<file path="src/rtl/mem_pkg.sv">
// Shared types and constants for the memory stage.
// State encoding, load/store funct3 codes, the MEM/WB bundle and an
// access-size decoder used by both byte-enable generation and the
// optional misalignment check (MEM_MISALIGN_TRAP_EN).
package mem_pkg;

  typedef enum logic [1:0] {
    IDLE     = 2'd0,
    REQ      = 2'd1,
    WAIT_RSP = 2'd2
  } state_e;

  localparam logic [2:0] F3_B  = 3'b000;
  localparam logic [2:0] F3_H  = 3'b001;
  localparam logic [2:0] F3_W  = 3'b010;
  localparam logic [2:0] F3_BU = 3'b100;
  localparam logic [2:0] F3_HU = 3'b101;

  // Access sizes as returned by access_size().
  localparam logic [1:0] SZ_BYTE = 2'd0;
  localparam logic [1:0] SZ_HALF = 2'd1;
  localparam logic [1:0] SZ_WORD = 2'd2;

  // Fixed-width part of the MEM/WB bundle; the XLEN-wide data lives
  // beside it so the package stays independent of XLEN.
  typedef struct packed {
    logic        valid;
    logic [31:0] pc;
    logic [31:0] instr;
    logic [4:0]  rd;
    logic        reg_write;
  } mem_wb_t;

  // Low two funct3 bits give the size; 011/110/111 fall into word.
  function automatic logic [1:0] access_size(logic [2:0] f3);
    case (f3[1:0])
      2'b00:   return SZ_BYTE;
      2'b01:   return SZ_HALF;
      default: return SZ_WORD;
    endcase
  endfunction

endpackage

</file>
<file path="src/rtl/load_align_s.sv">
// Load data alignment: selects the addressed byte/half lane of the
// returned word and sign- or zero-extends it according to funct3.
module load_align_s
  import mem_pkg::*;
#(
  parameter int XLEN = 32
) (
  input  logic [XLEN-1:0] rdata_i,
  input  logic [2:0]      funct3_i,
  input  logic [1:0]      off_i,
  output logic [XLEN-1:0] data_o
);

  logic [7:0]  byte_v;
  logic [15:0] half_v;

  // Half lanes are selected by off[1] only; off[0] is ignored for halves.
  assign byte_v = rdata_i[{off_i, 3'b000} +: 8];
  assign half_v = rdata_i[{off_i[1], 4'b0000} +: 16];

  // Extend the selected lane; any encoding that is not a byte/half load
  // passes the whole word.
  always_comb begin
    case (funct3_i)
      F3_B:    data_o = {{(XLEN-8){byte_v[7]}}, byte_v};
      F3_H:    data_o = {{(XLEN-16){half_v[15]}}, half_v};
      F3_BU:   data_o = {{(XLEN-8){1'b0}}, byte_v};
      F3_HU:   data_o = {{(XLEN-16){1'b0}}, half_v};
      default: data_o = rdata_i;
    endcase
  end

endmodule

</file>
<file path="src/rtl/mem_stage_s.sv">
// MEM pipeline stage: consumes the held EX/MEM entry, runs loads and
// stores on a req/gnt/rvalid bus, aligns load data and registers the
// MEM/WB bundle. stall_mem holds EX/MEM while an access is in flight.
// Optional build macro MEM_MISALIGN_TRAP_EN adds wb_trap and turns
// misaligned half/word accesses into a trap instead of a bus access.
module mem_stage_s
  import mem_pkg::*;
#(
  parameter int XLEN = 32,
  parameter int BE_W = XLEN / 8
) (
  input  logic            clk,
  input  logic            reset,
  input  logic            mem_isValid,
  input  logic [31:0]     mem_pc,
  input  logic [31:0]     mem_instr,
  input  logic [4:0]      mem_rd,
  input  logic            mem_mem_read,
  input  logic            mem_mem_write,
  input  logic            mem_reg_write,
  input  logic [XLEN-1:0] mem_result,
  input  logic [XLEN-1:0] mem_sData,
  output logic            stall_mem,
  output logic            dmem_req,
  output logic            dmem_we,
  output logic [XLEN-1:0] dmem_addr,
  output logic [XLEN-1:0] dmem_wdata,
  output logic [BE_W-1:0] dmem_be,
  input  logic            dmem_gnt,
  input  logic            dmem_rvalid,
  input  logic [XLEN-1:0] dmem_rdata,
  output logic            wb_isValid,
  output logic [31:0]     wb_pc,
  output logic [31:0]     wb_instr,
  output logic [4:0]      wb_rd,
  output logic            wb_reg_write,
`ifdef MEM_MISALIGN_TRAP_EN
  output logic            wb_trap,
`endif
  output logic [XLEN-1:0] wb_data
);

  state_e          state_q, state_d;
  mem_wb_t         wb_q, wb_d;
  mem_wb_t         cap_q, cap_d;
  logic [XLEN-1:0] wb_data_q, wb_data_d;
  logic [XLEN-1:0] addr_q, addr_d;
  logic [XLEN-1:0] wdata_q, wdata_d;
  logic [BE_W-1:0] be_q, be_d;
  logic            we_q, we_d;
  logic [2:0]      f3_q, f3_d;
  logic [1:0]      off_q, off_d;

  logic [2:0]      f3_in;
  logic [1:0]      off_in;
  logic [1:0]      size_in;
  logic            is_mem;
  logic            issue;
  logic [BE_W-1:0] be_in;
  logic [XLEN-1:0] wdata_in;
  mem_wb_t         entry_wb;
  logic [XLEN-1:0] load_data;

  assign f3_in   = mem_instr[14:12];
  assign off_in  = mem_result[1:0];
  assign size_in = access_size(f3_in);
  assign is_mem  = mem_isValid & (mem_mem_read | mem_mem_write);

  assign entry_wb = '{valid:     mem_isValid,
                      pc:        mem_pc,
                      instr:     mem_instr,
                      rd:        mem_rd,
                      reg_write: mem_reg_write};

`ifdef MEM_MISALIGN_TRAP_EN
  logic misalign;
  logic trap_q, trap_d;

  assign misalign = ((size_in == SZ_HALF) & off_in[0]) |
                    ((size_in == SZ_WORD) & (|off_in));
  assign issue    = is_mem & ~misalign;
  assign wb_trap  = trap_q;
`else
  assign issue    = is_mem;
`endif

  // Lane enables and replicated store data for the incoming entry;
  // offset bits below the access size are dropped.
  always_comb begin
    case (size_in)
      SZ_BYTE: begin
        be_in    = BE_W'(1) << off_in;
        wdata_in = {BE_W{mem_sData[7:0]}};
      end
      SZ_HALF: begin
        be_in    = BE_W'(3) << {off_in[1], 1'b0};
        wdata_in = {(BE_W/2){mem_sData[15:0]}};
      end
      default: begin
        be_in    = '1;
        wdata_in = mem_sData;
      end
    endcase
  end

  load_align_s #(.XLEN(XLEN)) u_load_align (
    .rdata_i  (dmem_rdata),
    .funct3_i (f3_q),
    .off_i    (off_q),
    .data_o   (load_data)
  );

  // FSM next state, stall and MEM/WB next values.
  always_comb begin
    // NOTE: every signal assigned below gets a default first so no path
    // leaves it unassigned and no latch is inferred.
    state_d   = state_q;
    wb_d      = wb_q;
    wb_d.valid = 1'b0;
    wb_data_d = wb_data_q;
    cap_d     = cap_q;
    addr_d    = addr_q;
    wdata_d   = wdata_q;
    be_d      = be_q;
    we_d      = we_q;
    f3_d      = f3_q;
    off_d     = off_q;
    stall_mem = 1'b0;
`ifdef MEM_MISALIGN_TRAP_EN
    trap_d    = 1'b0;
`endif

    case (state_q)
      IDLE: begin
        if (issue) begin
          stall_mem = 1'b1;
          cap_d     = entry_wb;
          addr_d    = mem_result;
          wdata_d   = wdata_in;
          be_d      = be_in;
          // Read and write together is handled as a store.
          we_d      = mem_mem_write;
          f3_d      = f3_in;
          off_d     = off_in;
          state_d   = REQ;
`ifdef MEM_MISALIGN_TRAP_EN
        end else if (is_mem) begin
          // Misaligned access retires at once as a trap carrying the
          // faulting address, with no bus traffic and no stall.
          wb_d           = entry_wb;
          wb_d.reg_write = 1'b0;
          wb_data_d      = mem_result;
          trap_d         = 1'b1;
`endif
        end else if (mem_isValid) begin
          wb_d      = entry_wb;
          wb_data_d = mem_result;
        end
      end

      REQ: begin
        stall_mem = 1'b1;
        if (dmem_gnt) begin
          if (we_q) begin
            stall_mem      = 1'b0;
            wb_d           = cap_q;
            wb_d.reg_write = 1'b0;
            wb_data_d      = addr_q;
            state_d        = IDLE;
          end else begin
            state_d = WAIT_RSP;
          end
        end
      end

      WAIT_RSP: begin
        stall_mem = 1'b1;
        if (dmem_rvalid) begin
          stall_mem = 1'b0;
          wb_d      = cap_q;
          wb_data_d = load_data;
          state_d   = IDLE;
        end
      end

      default: state_d = IDLE;
    endcase
  end

  // State and pipeline registers, synchronous active-high reset.
  always_ff @(posedge clk) begin
    // NOTE: non-blocking assignments so every register samples the
    // pre-edge values regardless of statement order.
    if (reset) begin
      // NOTE: the captured address/data/enable registers are cleared too,
      // so the bus outputs read 0 after reset rather than stale values.
      state_q   <= IDLE;
      wb_q      <= '0;
      wb_data_q <= '0;
      cap_q     <= '0;
      addr_q    <= '0;
      wdata_q   <= '0;
      be_q      <= '0;
      we_q      <= 1'b0;
      f3_q      <= '0;
      off_q     <= '0;
`ifdef MEM_MISALIGN_TRAP_EN
      trap_q    <= 1'b0;
`endif
    end else begin
      state_q   <= state_d;
      wb_q      <= wb_d;
      wb_data_q <= wb_data_d;
      cap_q     <= cap_d;
      addr_q    <= addr_d;
      wdata_q   <= wdata_d;
      be_q      <= be_d;
      we_q      <= we_d;
      f3_q      <= f3_d;
      off_q     <= off_d;
`ifdef MEM_MISALIGN_TRAP_EN
      trap_q    <= trap_d;
`endif
    end
  end

  assign dmem_req     = (state_q == REQ);
  assign dmem_we      = we_q;
  assign dmem_addr    = addr_q;
  assign dmem_wdata   = wdata_q;
  assign dmem_be      = be_q;

  assign wb_isValid   = wb_q.valid;
  assign wb_pc        = wb_q.pc;
  assign wb_instr     = wb_q.instr;
  assign wb_rd        = wb_q.rd;
  assign wb_reg_write = wb_q.reg_write;
  assign wb_data      = wb_data_q;

endmodule

</file>
<file path="config.mk">
export PLATFORM = sky130hd
export DESIGN_NAME = mem_stage_s
export DESIGN_NICKNAME = d
export VERILOG_FILES = /design/src/rtl/mem_pkg.sv /design/src/rtl/load_align_s.sv /design/src/rtl/mem_stage_s.sv
export SDC_FILE = /design/constraint.sdc
export NUM_CORES = 1
export LEC_CHECK = 0
export CAP_MARGIN = 20
export CORE_MARGIN = 4
export CORE_UTILIZATION = 47
export CTS_CLUSTER_SIZE = 8
export DETAILED_ROUTE_END_ITERATION = 8
export GPL_TIMING_DRIVEN = 0
export PLACE_DENSITY = 0.86
export SLEW_MARGIN = 40
export SYNTH_ARGS = -nofsm -noshare
export SYNTH_HDL_FRONTEND = slang
export SYNTH_SLANG_ARGS = --single-unit
</file>
<file path="constraint.sdc">
create_clock -name clk -period 2.75 [get_ports clk]
set_input_delay 0.4125 -clock clk [delete_from_list [all_inputs] [get_ports clk]]
set_output_delay 0.4125 -clock clk [all_outputs]
set_load 0.02 [all_outputs]
</file>
# == Word level (Yosys, flattened, before mapping) ==
# Index checks and enable logic that the tools add are counted.
# W data, S select, Z words.
# totals
rom_bits,0
reg_bits,250
ram_bits,0
word_cells,71
n_memories,0
latch_bits,0
in_bits,173
# op_classes
n_reduce_logical,8
div,0
n_eq_ne,13
mux,26
n_mul,0
n_lt_le_gt_ge,0
n_shift,4
n_addsub,0
bitwise,2
# ops
cell,count
$mux W71,5
$pmux W71 S3,1
$mux W32,5
$pmux W32 S4,1
$pmux W32 S3,1
$pmux W32 S2,1
$shiftx A32 B6 Y16,1
$shiftx A32 B6 Y8,1
$mux W2,4
$ne A2 B2 Y1 const B,4
$pmux W4 S2,1
$eq A2 B1 Y1 const B,3
$eq A3 B3 Y1 const B,2
$logic_not A2 Y1,3
$pmux W2 S3,1
$reduce_and A6 Y1,1
$mux W1,4
$ne A2 B1 Y1 const B,2
$pmux W2 S2,1
$shl A1 B2 Y4 const A,1
$shl A2 B2 Y4 const A,1
$eq A3 B1 Y1 const B,1
$logic_not A3 Y1,1
$pmux W1 S3,1
other kinds (6),6

# == Longest topological paths before layout ==
# Gate-level depths: netlist of the first run.
# logic_depth
depth_word,4
mapped_depth,11

# == By module ==
# From an unflattened synthesis of the first run, not the netlist that was laid out.
# hier_totals
cells_unflattened,1331
hier_area_um2,11792.6
# by_module_without_submodules
mod,n_inst,cells_each,area_each_um2
mem_stage_s,1,1213,10998.0
load_align_s,1,118,794.5

# == Least setup slack after synthesis of the first run ==
# Ideal clock, no wire load.
# synth_path
kind,register -> register
start,reg state_q[1]
end,"reg wb_q, in the netlist wb_pc[21]"
path_slack_ns,0.702
setup_time_ns,0.128
arrival_time_ns,1.921
stages_incl_launch_ff,11
t_required_ns,2.622
path_cell_list,dfxtp_1 inv_1 ha_1 buf_2 a21boi_2 a211o_1 buf_4 buf_6 buf_6 a22oi_1 nor2_1
# synth_between
elab_chain_cells,3
word_cells_on_any_way,11
# synth_lines
item,line,source
start: declaration,mem_stage_s.sv:43,"state_e state_q, state_d;"
start signal: assignment,mem_stage_s.sv:211,state_q <= state_d;
$eq A2 B1 Y1 (*),--,
named net dmem_req,mem_stage_s.sv:24,"output logic dmem_req,"
$ne A2 B1 Y1 (no source line) or $reduce_bool A3 Y1 (tied branches),--,
$reduce_and A6 Y1 (no source line),--,
end signal: assignment,mem_stage_s.sv:212,wb_q <= wb_d;
end: declaration,mem_stage_s.sv:44,"mem_wb_t wb_q, wb_d;"
# Mark *: on every way through the listed nets, which the timed path passes. The rest lies on a longest branch.
# A chain may end at the register's enable or synchronous reset.

# == Worst setup path in the final report of the first run ==
# layout_path
start,reg state_q[0]
end,out stall_mem
# layout_between
elab_chain_cells,2
word_cells_on_any_way,4
# layout_lines
item,line,source
$eq A2 B2 Y1 (tied with other cells),mem_stage_s.sv:133,case (state_q)
$pmux W1 S3 (*),mem_stage_s.sv:133,
end: declaration,mem_stage_s.sv:23,"output logic stall_mem,"
# Every way passes the cells marked *; elsewhere a longest branch is shown, timed or not.

==> results of run 1 <==
## worst max path at each step
stage                startpoint   endpoint  slack, ns
finish               state_q[0]  stall_mem       0.11
global route         state_q[1]  stall_mem      0.003
CTS                  state_q[0]  stall_mem       0.01
detailed placement  mem_isValid  stall_mem      -0.47
global placement    mem_isValid  stall_mem      -0.39
floorplan            state_q[1]  wb_pc[21]       0.70
## sequential cells by signal (all words and copies together) (netlist names), 2 cells and up
name,count
wb_rd,5
cap_q,71
wb_pc,32
dmem_be,4
dmem_addr,32
dmem_wdata,32
state_q,2
wb_instr,32
wb_data,32
## cell usage after synthesis (3+ instances only)
| library cell | n | share of area |
|---|---|---|
| mux2_2 | 8 | 0.0079 |
| a211oi_1 | 18 | 0.012 |
| o221ai_1 | 5 | 0.0039 |
| a221oi_1 | 19 | 0.015 |
| inv_1 | 9 | 0.0030 |
| buf_4 | 5 | 0.0033 |
| nor2_1 | 119 | 0.039 |
| nor2b_1 | 5 | 0.0028 |
| a311oi_1 | 10 | 0.0077 |
| o41ai_2 | 23 | 0.033 |
| dfxtp_1 | 245 | 0.43 |
| a22o_1 | 69 | 0.053 |
| o21a_1 | 8 | 0.0053 |
| o22ai_1 | 3 | 0.0017 |
| nand3_1 | 26 | 0.011 |
| nor3_1 | 6 | 0.0026 |
| or2_2 | 7 | 0.0039 |
| o21ai_0 | 27 | 0.012 |
| mux2i_1 | 34 | 0.030 |
| nand2_1 | 323 | 0.11 |
| o32ai_1 | 6 | 0.0046 |
| nand2b_1 | 22 | 0.012 |
| buf_2 | 22 | 0.0097 |
| buf_6 | 5 | 0.0050 |
| a221o_1 | 4 | 0.0035 |
| a22oi_1 | 69 | 0.046 |
| a21oi_1 | 135 | 0.060 |
| clkbuf_1 | 98 | 0.032 |
| o31ai_1 | 17 | 0.011 |
| buf_1 | 6 | 0.0020 |
| ha_1 | 4 | 0.0044 |
## what timing repair did
item / in CTS / in global routing
pin swaps: 0 / 0
endpoints found under the setup margin: 1 / 10
resized for setup: 7 / 4
## worst min-delay path: stages (launching register included)
cell and delay [ns]:
dfxtp_1 0.30, nand2_1 0.05, a21oi_1 0.05
## cell families (layout without fill, tap and decap cells)
family,Yosys count,after routing
AOI/OAI and AO/OA,429,429
buffers and inverters,146,531
DFF,245,245
muxes,42,42
adders and majority gates,4,4
and+or+nand+nor,517,517
## cells in the final DEF (no fill, tap or decap), types with 23 or more instances in the layout
master           instances
nand3_1                 26
dfxtp_1                243
clkdlybuf4s50_1        344
a21oi_1                135
a22oi_1                 69
nand2_1                323
mux2i_1                 34
o21ai_0                 27
clkbuf_16               37
clkbuf_1                97
a22o_1                  69
o41ai_2                 23
nor2_1                 119
## per-layer routing
metal / routed length [um] / up-vias
met2: 20890 / 722
met3: 4573 / 159
li1: - / 5666
met1: 16900 / 5855
met5: 27 / -
met4: 2192 / 4
## metrics by stage
step	instances	cell area, um^2	setup TNS, ns	setup slack (ns)
final	2087	16210	0	0.1074
after global routing	2087	16210	0	0.002887
after CTS	2087	16200	0	0.01005
after detailed placement	2047	15210	-6.768	-0.4732
after global placement	2047	15210	-2.553	-0.3947
after floorplan	1383	11350	0	0.7018
## cell type report
| type | count | area, um^2 | share of cell area |
|---|---|---|---|
| flip-flops and latches | 245 | 4907 | 0.3027 |
| inverters | 10 | 37.54 | 0.002315 |
| plain buffers | 136 | 606.8 | 0.03743 |
| well taps | 319 | 399.1 | 0.02462 |
| repair buffers | 345 | 3455 | 0.2131 |
| multi-input cells | 992 | 5829 | 0.3596 |
| clock buffers | 37 | 925.9 | 0.05711 |
| clock inverters | 3 | 51.30 | 0.003164 |
## power by group through the flow
stage               Sequential, W  Clock [W]  Combinational (W)
floorplan                 0.00409          0           0.000971
global placement          0.00396          0            0.00201
detailed placement        0.00396          0            0.00205
CTS                       0.00390    0.00395            0.00207
global route              0.00392    0.00409            0.00225
finish                    0.00390    0.00393            0.00209
==> out/results.ini, run 1 <==
[sta]
rsz0062_at_grt = no
period_needed_ns = 2.643
tightest_slew_ns = 0.8560
period_share = 0.9609
finalMaxSlewViolations = 0
hold-worst-slack_ns = 0.4515
finalHoldViolations = 0
setup_viol = 0
max_freq_ghz = 0.3784
max_slew_margin = 0.4293
finClkSkew_ns = 0.009936

[clock_tree]
cts_setup_buffers = 0
cts_sinks = 245
ctsHoldBuffers = 0
tritoncts = built
root_buffer = clkbuf_16
cts_made_buffers = 36
clock_path_buffers = 3
clk_latency_ns = 0.51
h-tree-depth = 2
clkTransAtPathRegs_ns = 0.05

[power_and_ir_drop]
power_frac_seq = 0.393
power_leakage_nw = 5.803
clkPwrFrac = 0.396
p_per_area_nw_per_um2 = 612.6
switchingPower_w = 0.002931
power.total_w = 0.009931
intPower_w = 0.007001
vdd_drop_max_mv = 0.5569
pwr-share-comb = 0.211
p_sw_frac = 0.2951

[drt]
drt-total-wl_um = 44580
drt_iter0_markers = 1159
drc = 0
vias_per_cell = 5.944
wire_per_inst_um = 21.36
firstDrtPassIters = 7
final_antenna_net_count = 0
via_count = 12410

[critical_path]
cp-end-kind = output port
cp.arrival_ns = 2.23
cpMaxStageDelayCell = dfxtp_2
critPathLaunchType = register
r2r_slack_ns = 0.15
timing.rr.start = state_q[0]
crit_chain = inv_1, ha_4, o211a_1, clkbuf_4, clkbuf_8, nor3_1, nor2_1, clkdlybuf4s15_2
cpLargestDelayFamily = buffers and inverters
critical_path_class = reg -> out
critPathBufInv = 4
worst-path-stages = 8
cp_max_fo = 10
r2r_cells = 8
rr_endpoint = cap_q[19]
cpPeakStageDelay_ns = 0.34
required_ns = 2.34

[layout]
drive_gt1_frac = 0.06844
nNetsFinal = 1943
num-fill-cells = 1857
fin_util = 0.6866
diodes = 0
syn2layout_area_growth_pct = 42.79

[synthesis]
synth_area_um2 = 11350
synthSimpleGateAreaFrac = 0.1871
synth_seq_cells = 245
synth_fa_ha_area_frac = 0.004408
async_flop_share = 0
synth_compound_area_frac = 0.2829
synth_top_family_by_area = compound AO/OA/AOI/OAI gates
ys_seq_area_frac = 0.4320
synth_edf_count = 0
synth_ff_type = dfxtp_1
syn_avg_cell_area_um2 = 8.209
synth.area.mux_share = 0.03791
syn_nets = 1560
synthCells = 1383
yosys_warnings = 0
yosysUniqueCellTypes = 54
yosys.area_share.xor_xnor = 0

[global_route]
grt_max_degree = 11
use_met1 = 0.3838
grt_pass1_vias = 12330
overflow = 0
grt_antenna_before_repair = 2
track_usage = 0.3200
gr-usage-met3 = 0.08655
grt.busiest_layer = met2
use_met2 = 0.5366
grt_first_pass_wirelength_um = 67940

[min_path]
hp-class = reg -> reg
worstHoldStart = cap_q[43]
holdPathEnd = cap_q[43]
hold_depth = 2

[floorplanning]
start_util = 0.4808
num_rows = 56
ios = 347
die_w_um = 163.4
dieArea_um2 = 26710
core_um2 = 23610
fp.dieH_um = 163.4

[placement]
hpwl_um = 33030
portBuffers = 345
globalplace.congestion = 0.9736

[job]
maxCapViolations = 0

[run_status]
status = complete, no violations

(Power assumes the default switching activity.)
==> inputs of run 2 (changes only) <==
--- a/config.mk
+++ b/config.mk
@@ -5,7 +5,6 @@
 export SDC_FILE = /design/constraint.sdc
 export NUM_CORES = 1
 export LEC_CHECK = 0
-export CAP_MARGIN = 20
 export CORE_MARGIN = 4
 export CORE_UTILIZATION = 47
 export CTS_CLUSTER_SIZE = 8
==> results of run 2 <==
Final layout, timing and power as in run 1 (identical DEF).
